--- config.mk ---
export PLATFORM = sky130hd
export DESIGN_NAME = ldp_transport_ctrl
export DESIGN_NICKNAME = d
export VERILOG_FILES = /design/src/rtl/ldp_transport_ctrl.sv
export SDC_FILE = /design/constraint.sdc
export NUM_CORES = 1
export LEC_CHECK = 0
export ABC_AREA = 1
export CORE_ASPECT_RATIO = 0.8
export CORE_MARGIN = 3
export CORE_UTILIZATION = 45
export CTS_CLUSTER_DIAMETER = 80
export DETAILED_ROUTE_END_ITERATION = 7
export HOLD_SLACK_MARGIN = 0.15
export MAX_ROUTING_LAYER = met4
export PLACE_DENSITY = 0.78
export SETUP_SLACK_MARGIN = 0.02
export SYNTH_ARGS = -nofsm -noshare
export SYNTH_HDL_FRONTEND = slang
export SYNTH_SLANG_ARGS = --single-unit
--- constraint.sdc ---
create_clock -name sys_clk -period 2.1 [get_ports sys_clk]
set_input_delay 0.42 -clock sys_clk [delete_from_list [all_inputs] [get_ports sys_clk]]
set_output_delay 0.42 -clock sys_clk [all_outputs]
set_load 0.02 [all_outputs]
--- src/rtl/ldp_transport_ctrl.sv ---
// Laserdisc transport sequencer: play/pause/search control, decoder CTRL register writes,
// frame-search handshake with the stream feeder and vsync-driven frame tracking.
//
// state          | meaning
// ST_STOP        | idle after reset, decoder not started
// ST_PLAY        | decoder running, cur_frame advances on vsync
// ST_PAUSE       | decoder frozen on cur_frame
// ST_SRCH_FLUSH  | one cycle: flush decoder, raise frame_search_req
// ST_SRCH_WAIT   | waiting for search_ack, timeout timer running
// ST_SRCH_SETTLE | waiting for decoder to go idle before resuming
module ldp_transport_ctrl #(
   parameter int unsigned FRAME_W       = 32,
   parameter int unsigned MAX_FRAME     = 54000,
   parameter int unsigned TIMEOUT_CYC   = 50000000,
   parameter logic [4:0]  REG_CTRL_ADDR = 5'd0
) (
   input  logic               sys_clk,
   input  logic               rst,
   input  logic               play_req,
   input  logic               pause_req,
   input  logic               search_req,
   input  logic [FRAME_W-1:0] search_frame_in,
   input  logic               search_ack,
   input  logic               mpeg_busy,
   input  logic               v_sync,
   output logic               frame_search_req,
   output logic [FRAME_W-1:0] frame_search,
   output logic [4:0]         reg_addr,
   output logic               reg_wr_en,
   output logic [31:0]        reg_dta_in,
   output logic               is_playing,
   output logic               is_paused,
   output logic               is_searching,
   output logic [FRAME_W-1:0] cur_frame,
   output logic               search_err
);

   localparam int unsigned        TMR_W = (TIMEOUT_CYC > 2) ? $clog2(TIMEOUT_CYC) : 1;
   localparam logic [FRAME_W-1:0] MAX_F = FRAME_W'(MAX_FRAME);
   localparam logic [TMR_W-1:0]   TMR_LOAD = TMR_W'(TIMEOUT_CYC - 1);

   typedef enum logic [2:0] {
      ST_STOP,
      ST_PLAY,
      ST_PAUSE,
      ST_SRCH_FLUSH,
      ST_SRCH_WAIT,
      ST_SRCH_SETTLE
   } state_t;

   state_t             state, next_state;
   logic               pending_play, pend_nxt, pend_eff;
   logic               v_sync_q, vs_rise;
   logic [TMR_W-1:0]   tmr;
   logic               srch_start, srch_done, srch_tmo, inc_frame;
   logic               wr_go;
   logic [31:0]        wr_dta;
   logic [FRAME_W-1:0] clamp_frame;

   assign vs_rise     = v_sync & ~v_sync_q;
   assign clamp_frame = (search_frame_in > MAX_F) ? MAX_F : search_frame_in;
   // requests seen during a search only steer where the search ends up
   assign pend_eff    = pause_req ? 1'b0 : (play_req ? 1'b1 : pending_play);

   always_comb begin
      next_state = state;
      pend_nxt   = pending_play;
      srch_start = 1'b0;
      srch_done  = 1'b0;
      srch_tmo   = 1'b0;
      inc_frame  = 1'b0;
      case (state)
         ST_STOP: begin
            if (search_req) begin
               next_state = ST_SRCH_FLUSH;
               srch_start = 1'b1;
            end else if (!pause_req && play_req) begin
               next_state = ST_PLAY;
            end
         end
         ST_PLAY: begin
            if (search_req) begin
               next_state = ST_SRCH_FLUSH;
               srch_start = 1'b1;
            end else if (pause_req) begin
               next_state = ST_PAUSE;
            end else if (vs_rise) begin
               if (cur_frame == MAX_F) next_state = ST_PAUSE;
               else                    inc_frame  = 1'b1;
            end
         end
         ST_PAUSE: begin
            if (search_req) begin
               next_state = ST_SRCH_FLUSH;
               srch_start = 1'b1;
            end else if (!pause_req && play_req) begin
               next_state = ST_PLAY;
            end
         end
         ST_SRCH_FLUSH: begin
            pend_nxt   = pend_eff;
            next_state = ST_SRCH_WAIT;
         end
         ST_SRCH_WAIT: begin
            pend_nxt = pend_eff;
            if (search_ack) begin
               next_state = ST_SRCH_SETTLE;
               srch_done  = 1'b1;
            end else if (tmr == '0) begin
               next_state = ST_PAUSE;
               srch_tmo   = 1'b1;
               pend_nxt   = 1'b0;
            end
         end
         ST_SRCH_SETTLE: begin
            pend_nxt = pend_eff;
            if (!mpeg_busy) begin
               next_state = pend_eff ? ST_PLAY : ST_PAUSE;
               pend_nxt   = 1'b0;
            end
         end
         default: next_state = ST_STOP;
      endcase
   end

   always_comb begin
      wr_go  = 1'b0;
      wr_dta = 32'h0;
      if (next_state != state) begin
         case (next_state)
            ST_PLAY:       begin wr_go = 1'b1; wr_dta = 32'h1; end
            ST_PAUSE:      begin wr_go = 1'b1; wr_dta = 32'h0; end
            ST_SRCH_FLUSH: begin wr_go = 1'b1; wr_dta = 32'h2; end
            default:       begin wr_go = 1'b0; wr_dta = 32'h0; end
         endcase
      end
   end

   always_ff @(posedge sys_clk) begin
      if (rst) begin
         state            <= ST_STOP;
         pending_play     <= 1'b0;
         v_sync_q         <= 1'b0;
         tmr              <= '0;
         frame_search_req <= 1'b0;
         frame_search     <= '0;
         reg_addr         <= '0;
         reg_wr_en        <= 1'b0;
         reg_dta_in       <= '0;
         is_playing       <= 1'b0;
         is_paused        <= 1'b0;
         is_searching     <= 1'b0;
         cur_frame        <= '0;
         search_err       <= 1'b0;
      end else begin
         state        <= next_state;
         pending_play <= pend_nxt;
         v_sync_q     <= v_sync;
         is_playing   <= (next_state == ST_PLAY);
         is_paused    <= (next_state == ST_PAUSE);
         is_searching <= (next_state == ST_SRCH_FLUSH) || (next_state == ST_SRCH_WAIT) ||
                         (next_state == ST_SRCH_SETTLE);
         search_err   <= srch_tmo;
         reg_wr_en    <= wr_go;
         if (wr_go) begin
            reg_addr   <= REG_CTRL_ADDR;
            reg_dta_in <= wr_dta;
         end
         // timer is a down-counter; expiry is the cycle it sits at zero in WAIT
         if (state == ST_SRCH_FLUSH)                 tmr <= TMR_LOAD;
         else if (state == ST_SRCH_WAIT && tmr != '0) tmr <= tmr - 1'b1;
         if (srch_start) begin
            frame_search     <= clamp_frame;
            frame_search_req <= 1'b1;
         end
         if (srch_done || srch_tmo) frame_search_req <= 1'b0;
         if (srch_done)      cur_frame <= frame_search;
         else if (inc_frame) cur_frame <= cur_frame + 1'b1;
      end
   end

endmodule

==> flow_summary.ini, run 1 <==
[sta]
tightest_slew_ns = 0.555
finalCritPeriodShare_pct = 92.2
fin_worst_skew_ns = 0.00903
relSlewSlack_pct = 62.7
setup_viol_count_final = 0
drv_slew = 0
rsz0062_at_grt = true
hold_violations = 0
fmax_ghz = 0.517
fin_crit_ns = 1.94

[die]
initial_core_util_pct = 46.3
rows = 37
io_pins = 147
dieArea_um2 = 14700
fp.dieW_um = 135
core_area_um2 = 12900
die_y_um = 109

[pwr]
cellLeakagePower_nw = 3.29
ir_drop_uv = 417
finalPower_mw = 5.03
power.density_nw_per_um2 = 653

[route]
route.detailed.drc = 0
vias_per_cell = 5.08
firstDrtPassIters = 5
drt_wl_total_um = 17700
wl_per_cell_um = 14.6
antenna_left = 0
vias = 6121
first_iter_violations = 518

[place]
portBuffers = 111
dpl.hpwl_um = 13000
gp_congestion = 0.998

[logic_synthesis]
syn-instance-count = 892
syn_area_um2 = 5980
syn_avg_cell_area_um2 = 6.70
async_flop_share_pct = 0
yosys.area.top_type_share_pct = 34.5
synth_top_area_cell = dfxtp_1
yosys_warnings = 0
synth-edff-count = 0
synth_seq_area_share_pct = 34.5
synthFlopType = dfxtp_1
synth_cell_types = 44
ys_ff_latch = 103
yosys-top-cells-area = dfxtp_1 34%, nand2_1 13%, inv_1 7.1%, nor2_1 6.5%, nand3_1 4.8%

[setup_path]
r2r-end = cur_frame[29]
path_max_fanout = 29
critical_path_required_ns = 2.35
critPathCaptureType = flop
r2r_setup_slack_ns = 0.16
r2r-start = cur_frame[1]
crit_type = flop to flop
worstSetupStartpointType = flop
arrival_ns = 2.19
reg2regPathDepth = 13

[layout]
syn2layout_area_growth_pct = 28.9
num_antenna_cells = 0
fill_cells = 1206
utilization_pct = 59.6
drive_above_1_share_pct = 11.1
final_nets = 1070

[clocking]
cts_hold_buf = 0
clock_latency_ns = 0.35
cts_buffers = 9
cts_tree = done
clk_pin_slew_ns = 0.08
cts.path.max_buffers = 2
htreeDepth = 3
clock_sinks = 103
root_buffer = clkbuf_16

[global_routing]
grt_pass1_vias = 5428
grt_pass1_wl_um = 27600
track_usage_pct = 24.0
grt_max_degree = 30
gr-total-overflow = 0
antenna_found_initial = 0

[worst_hold_path]
holdCritStartpoint = frame_search[25]
hold_class = flop to flop
whs_endpoint = frame_search[25]
hold_depth = 2

[outcome]
status = finished, final reports clean

[run]
maxCapViolations = 0
## stage by stage
| stage | cell area [µm²] | hold WS (ns) | TNS (ns) | std cells | setup WS, ns |
|---|---|---|---|---|---|
| 2_1_floorplan | 6100 | 0.463 | 0 | 926 | 0.222 |
| 3_3_place_gp | 7320 | 0.444 | 0 | 1185 | 0.0226 |
| 3_5_place_dp | 7320 | 0.444 | -0.279 | 1185 | -0.0721 |
| 4_1_cts | 7600 | 0.457 | 0 | 1200 | 0.0950 |
| 5_1_grt | 7700 | 0.482 | -0.0465 | 1206 | -0.0310 |
| 6_report | 7700 | 0.456 | 0 | 1206 | 0.164 |
## worst max path at each step
stage	startpoint	to	slack (ns)	cells past startpoint
after floorplan	cur_frame[1]	cur_frame[22]	0.22	14
after detailed placement	search_frame_in[31]	frame_search[3]	-0.07	8
final	cur_frame[1]	cur_frame[29]	0.16	13
after global routing	tmr[17]	reg_dta_in[0]	-0.03	12
after CTS	cur_frame[1]	reg_dta_in[1]	0.1	14
after global placement	search_frame_in[30]	frame_search[1]	0.02	8
## report_power, final
| group | total [mW] | switching, mW | internal, mW |
|---|---|---|---|
| combinational | 1.26 | 0.784 | 0.476 |
| clock | 1.62 | 0.797 | 0.820 |
| sequential | 2.15 | 0.0967 | 2.05 |
## area by class of cell
type                       instances  area [µm²]  area share (%)
sequential                       103        2070            26.8
inverter                         121         457            5.93
clock inverter                     6        55.1           0.715
clock buffer                       9         225            2.92
tap                              175         219            2.84
multi-input combinational        642        3240            42.1
timing repair buffer             150        1440            18.6
## worst max-delay path: stages (launching register included)
cell and delay (ns):
dfxtp_1 0.36, inv_1 0.12, ha_2 0.23, nor3b_2 0.18, nand2_1 0.08, nor2_2 0.13, nand2_1 0.10, nand4_4 0.11
inv_2 0.06, buf_12 0.16, o21ai_0 0.09, o211ai_1 0.11, nand2_1 0.08, inv_1 0.03
## cell usage after synthesis, types with 2 or more instances
library cell	number
nor2_4	6
nor4_1	3
or4_1	4
nor2_1	103
o21ai_0	28
a22oi_1	9
nand2_2	10
inv_2	7
o211ai_1	15
nand3_1	57
nand3b_1	2
nand4_1	15
dfxtp_1	103
xor2_1	24
buf_4	38
o221ai_1	5
nor3_2	3
xnor2_1	6
buf_6	3
inv_1	113
ha_1	3
a31oi_1	8
buf_1	3
a21oi_1	43
nor2_2	13
nand4_2	2
nor3_1	24
nand2_1	210
clkbuf_1	12
nor3b_1	2
buf_2	5
## kinds of logic (layout without fill, tap and decap cells)
family / count (synthesis) / in the layout / share of synthesized area, %
XOR/XNOR: 30 / 30 / 4.40
buffers and inverters: 182 / 286 / 14.3
AND/OR/NAND/NOR: 461 / 462 / 35.0
other: 1 / 35 / 0.0627
flip-flops: 103 / 103 / 34.5
adder cells (fa/ha/maj): 3 / 3 / 0.628
AO/OA/AOI/OAI: 112 / 112 / 11.1
## sequential cells by signal (all words and copies together), names as in the netlist
signal,flops
search_err,1
frame_search,32
is_playing,1
cur_frame,32
frame_search_req,1
tmr,26
is_paused,1
state,3
v_sync_q,1
pending_play,1
reg_wr_en,1
is_searching,1
reg_dta_in,2
## repair_timing
item                                    in CTS  in global routing
gates resized for setup                      0                 15
endpoints found under the hold margin        0                  0
endpoints found under the setup margin       0                 42
setup buffers                                0                  5
## layout by cell type (no fill, tap or decap), types with 9 or more instances in the layout
master and instances:
inv_1 112, clkbuf_16 9, nand2_2 10, nor2_2 14, nor3_1 24, xor2_1 24, dfxtp_1 100, a21oi_1 43
nand3_1 57, conb_1 35, nor2_1 100, a22oi_1 9, nand4_1 15, o21ai_0 28, o211ai_1 15, clkdlybuf4s50_1 110
nand2_1 210, buf_4 36
## metal layers
layer	track usage [%]	share of wire, %	vias to the layer above
li1	-	-	3056
met1	35.2	49	2771
met3	5.63	9.5	19
met4	4.36	0.96	0
met2	33.8	41	275
met5	-	0	-
(Power assumes the default switching activity.)
==> run 2: changes to the inputs <==
- CTS_BUF_LIST: unset -> sky130_fd_sc_hd__clkbuf_2
==> run 2 against run 1 <==
Cell area fell by 1.0%; sequential share of layout area rose by 0.82 points; die area did not move; critical path depth fell by 12; via count rose by 0.70%; sequential cell count did not move; combinational power barely moved; non-clock buffer count rose by 6; setup slack got worse by 0.038 ns; clock skew rose by 0.024 ns; critical endpoint is now search_err; largest cell class unchanged.
==> flow_summary.ini, run 2 (synthesized netlist as in run 1, its figures left out) <==
[clocking]
clock_latency_ns = 0.62
clock_sinks = 103
cts_hold_buf = 0
cts.path.max_buffers = 2
clk_pin_slew_ns = 0.28
htreeDepth = 3
root_buffer = clkbuf_2
cts_buffers = 9
cts_tree = done

[layout]
num_antenna_cells = 0
final_area_um2 = 7620
syn2layout_area_growth_pct = 27.5
multiInputGateArea_um2 = 3320
reg_top3 = cur_frame x32, frame_search x32, tmr x26
final_cells = 1212
fill_cells = 1249
mostFrequentLayoutCells = 206 x nand2_1, 111 x inv_1, 100 x nor2_1
final_nets = 1076
regArea_um2 = 2110
layout_commonest_cell = nand2_1
drive_above_1_share_pct = 14.7

[place]
gp_congestion = 0.998
dpl_cell_area_um2 = 7320
portBuffers = 111
dpl.hpwl_um = 13000
dpl_worst_slack_ns = -0.0721
dp_cells = 1185

[die]
core_area_um2 = 12900
io_pins = 147
fp.dieW_um = 135
die_y_um = 109
dieArea_um2 = 14700
rows = 37
initial_core_util_pct = 46.3

[setup_path]
cp.buffers_inverters = 1
arrival_ns = 1.55
r2r_setup_slack_ns = 0.16
crit_type = flop to output pin
critical_path_required_ns = 1.68
critPathSlowestCell = clkdlybuf4s50_1
path_max_fanout = 1
worstSetupStartpointType = flop
max_stage_delay_ns = 0.59
cpLargestDelayFamily = buffers and inverters
crit_chain = clkdlybuf4s50_1
critPathCaptureType = output pin

[sta]
fin_worst_skew_ns = 0.0330
setup_viol_count_final = 0
fin_crit_ns = 1.97
finalCritPeriodShare_pct = 94.0
hold_violations = 0
drv_slew = 0
timing.final.ws_setup_ns = 0.126
fmax_ghz = 0.507
setup_tns_ns = 0

[route]
vias = 6164
first_iter_violations = 514
firstDrtPassIters = 6
wl_per_cell_um = 14.6
drt_wl_total_um = 17700
antenna_left = 0
vias_per_cell = 5.09
route.detailed.drc = 0

[global_routing]
track_usage_pct = 24.1
grt_pass1_vias = 5453
grt_max_degree = 30
gr-total-overflow = 0
grt_pass1_wl_um = 27600
antenna_found_initial = 0

[pwr]
cellLeakagePower_nw = 3.73
power.density_nw_per_um2 = 566
finalPower_mw = 4.31
ir_drop_uv = 323

[outcome]
status = finished, final reports clean

[worst_hold_path]
hold_class = input port to flop

[run]
maxCapViolations = 0
==> run 2: what timing repair did <==
item | in CTS | in global routing
setup buffers | 1 | 10
gates cloned | 0 | 1
resized for setup | 93 | 39
pin swaps | 0 | 14
endpoints found under the setup margin | 64 | 56
==> run 2: worst paths after layout <==
| check | end | depth (start not counted) | from |
|---|---|---|---|
| worst max-delay path | search_err | 1 | search_err |
| worst min register to register | frame_search[25] | 2 | frame_search[25] |
| worst max register to register | reg_dta_in[0] | 13 | tmr[0] |
| worst min-delay path | frame_search[29] | 4 | rst |
==> run 2: final cells by class <==
type / count / area share (%)
multi-input combinational: 642 / 43.5
sequential: 103 / 27.6
timing repair buffer: 156 / 18.7
inverter: 121 / 6.02
tap: 175 / 2.87
clock inverter: 6 / 0.722
clock buffer: 9 / 0.591
==> run 2: where the power goes <==
| part | switching (mW) | internal [mW] |
|---|---|---|
| registers | 0.0944 | 2.06 |
| clock network | 0.725 | 0.174 |
| logic | 0.794 | 0.464 |
| total | 1.61 | 2.70 |
==> run 2: layer usage <==
| layer | track usage [%] | wire (µm) | vias to the layer above |
|---|---|---|---|
| met5 | - | 0 | - |
| met4 | 5.38 | 211 | 0 |
| met3 | 5.86 | 1770 | 19 |
| met2 | 33.4 | 7170 | 279 |
| met1 | 35.3 | 8580 | 2791 |
| li1 | - | - | 3075 |
==> run 2: metrics by stage <==
stage	hold slack (ns)	utilization, %
2_1_floorplan	0.463	-
3_3_place_gp	0.444	56.7
3_5_place_dp	0.444	56.7
4_1_cts	0.194	57.2
5_1_grt	0.193	59.0
6_report	0.232	59.0
==> run 3: changes to the inputs <==
- CORE_UTILIZATION: 45 -> 30
- PLACE_DENSITY: 0.78 -> 0.57
==> run 3 against run 2 <==
Sequential share of layout area decreased by 0.42 points; clock power increased by 17%; largest cell class unchanged; setup slack worse by 0.016 ns; first-iteration DRC count up 4.1%.
==> flow_summary.ini, run 3 (synthesized netlist as in run 1, its figures left out) <==
[route]
wl_per_cell_um = 14.6
met2_length_um = 7670
first_iter_violations = 535
antenna_left = 0
firstDrtPassIters = 7
top_layer = met4
drt_wl_total_um = 19100
met3_length_um = 1300
vias_per_cell = 4.62
vias = 6042
route.detailed.drc = 0
wirelength_met1_um = 9910

[setup_path]
reg2regPathDepth = 10
crit_type = flop to output pin
r2r-start = cur_frame[5]
crit_end = is_playing
r2r-end = cur_frame[27]
max_stage_delay_ns = 0.60
crit_start = is_playing
worstSetupStartpointType = flop
critical_path_required_ns = 1.68
critPathSlowestCell = clkdlybuf4s50_1
critPathCaptureType = output pin
path_depth = 1
crit_chain = clkdlybuf4s50_1
r2r_setup_slack_ns = 0.17
arrival_ns = 1.57
cp.buffers_inverters = 1
cpLargestDelayFamily = buffers and inverters
path_max_fanout = 1

[layout]
reg_top3 = cur_frame x32, frame_search x32, tmr x26
drive_above_1_share_pct = 15.6
syn2layout_area_growth_pct = 29.3
layout_commonest_cell = nand2_1
mostFrequentLayoutCells = 208 x nand2_1, 110 x inv_1, 96 x nor2_1
final_nets = 1086
utilization_pct = 40.1
final_cells = 1307

[die]
fp.dieW_um = 164
initial_core_util_pct = 31.0
die_y_um = 132
rows = 45
core_area_um2 = 19300
io_pins = 147
dieArea_um2 = 21700

[clocking]
root_buffer = clkbuf_2
clk_pin_slew_ns = 0.31
cts_tree = done
clock_sinks = 103
cts_buffers = 9
htreeDepth = 3
cts.path.max_buffers = 2
clock_latency_ns = 0.65

[sta]
tightest_slew_ns = 0.505
hold_slack_ns = 0.276
fmax_ghz = 0.503
fin_crit_ns = 1.99
rsz0062_at_grt = false
drv_slew = 0
relSlewSlack_pct = 66.3
setup_viol_count_final = 0
hold_violations = 0
setup_tns_ns = 0
fin_worst_skew_ns = 0.0573
finalCritPeriodShare_pct = 94.7

[pwr]
cellLeakagePower_nw = 3.66
ir_drop_uv = 314
power.density_nw_per_um2 = 582

[outcome]
status = finished, final reports clean

[global_routing]
antenna_found_initial = 1
track_usage_pct = 17.7
gr-total-overflow = 0
grt_max_degree = 29
grt_pass1_vias = 5491
grt_pass1_wl_um = 29800

[place]
dp_cells = 1284
portBuffers = 111
dpl.hpwl_um = 14500
gp_congestion = 0.964

[run]
maxCapViolations = 0

[worst_hold_path]
hold_class = input port to flop
-- run 3: cell types whose count changed in the layout (fill, tap and decap cells not counted), sizes merged --
cell and change:
buf +10, dlygate4sd2 +6, dlymetal6s2s -6, clkinv -2, bufinv +1, clkinvlp +1
diode +1, dlygate4sd3 +1, inv +1, nand2 -1
-- run 3: per-layer routing --
layer,vias up,global-route usage [%]
li1,3097,-
met1,2739,26.3
met2,190,24.4
met3,16,3.80
met4,0,4.18
met5,-,-
-- run 3: worst min path at each step --
stage | from | endpoint | slack (ns) | cells past startpoint
2_1_floorplan | tmr[8] | tmr[8] | 0.46 | 2
3_3_place_gp | frame_search[29] | frame_search[29] | 0.45 | 2
3_5_place_dp | frame_search[22] | frame_search[22] | 0.45 | 2
4_1_cts | v_sync | v_sync_q | 0.21 | 3
5_1_grt | v_sync | v_sync_q | 0.20 | 3
6_report | v_sync | v_sync_q | 0.28 | 3
-- run 3: repair_timing --
| item | in CTS | in global routing |
|---|---|---|
| setup endpoints to repair | 70 | 25 |
| gates resized for setup | 94 | 27 |
| buffers inserted | 0 | 5 |
| pin swaps | 0 | 4 |
| hold buffers | 1 | 0 |
| hold endpoints to repair | 5 | 0 |
-- run 3: power by group --
part,total (mW),switching [mW],internal [mW]
combinational,1.29,0.801,0.485
sequential,2.17,0.102,2.07
clock,1.05,0.756,0.290
total,4.50,1.66,2.84
-- run 3: area by class of cell --
cell class	count	area, µm²
tap	258	323
sequential	103	2100
antenna	1	2.50
fill	2098	11500
multi-input combinational	641	3250
clock inverter	7	77.6
inverter	121	457
timing repair buffer	167	1470
clock buffer	9	45.0
-- run 3: stage by stage --
step           power [mW]  setup slack, ns  area, µm²
6_report             4.50            0.111       7730
5_1_grt              4.79          0.00204       7730
4_1_cts              4.46           0.0240       7610
3_5_place_dp         3.41          -0.0684       7540
3_3_place_gp         3.42           0.0155       7540
2_1_floorplan        3.03            0.222       6100
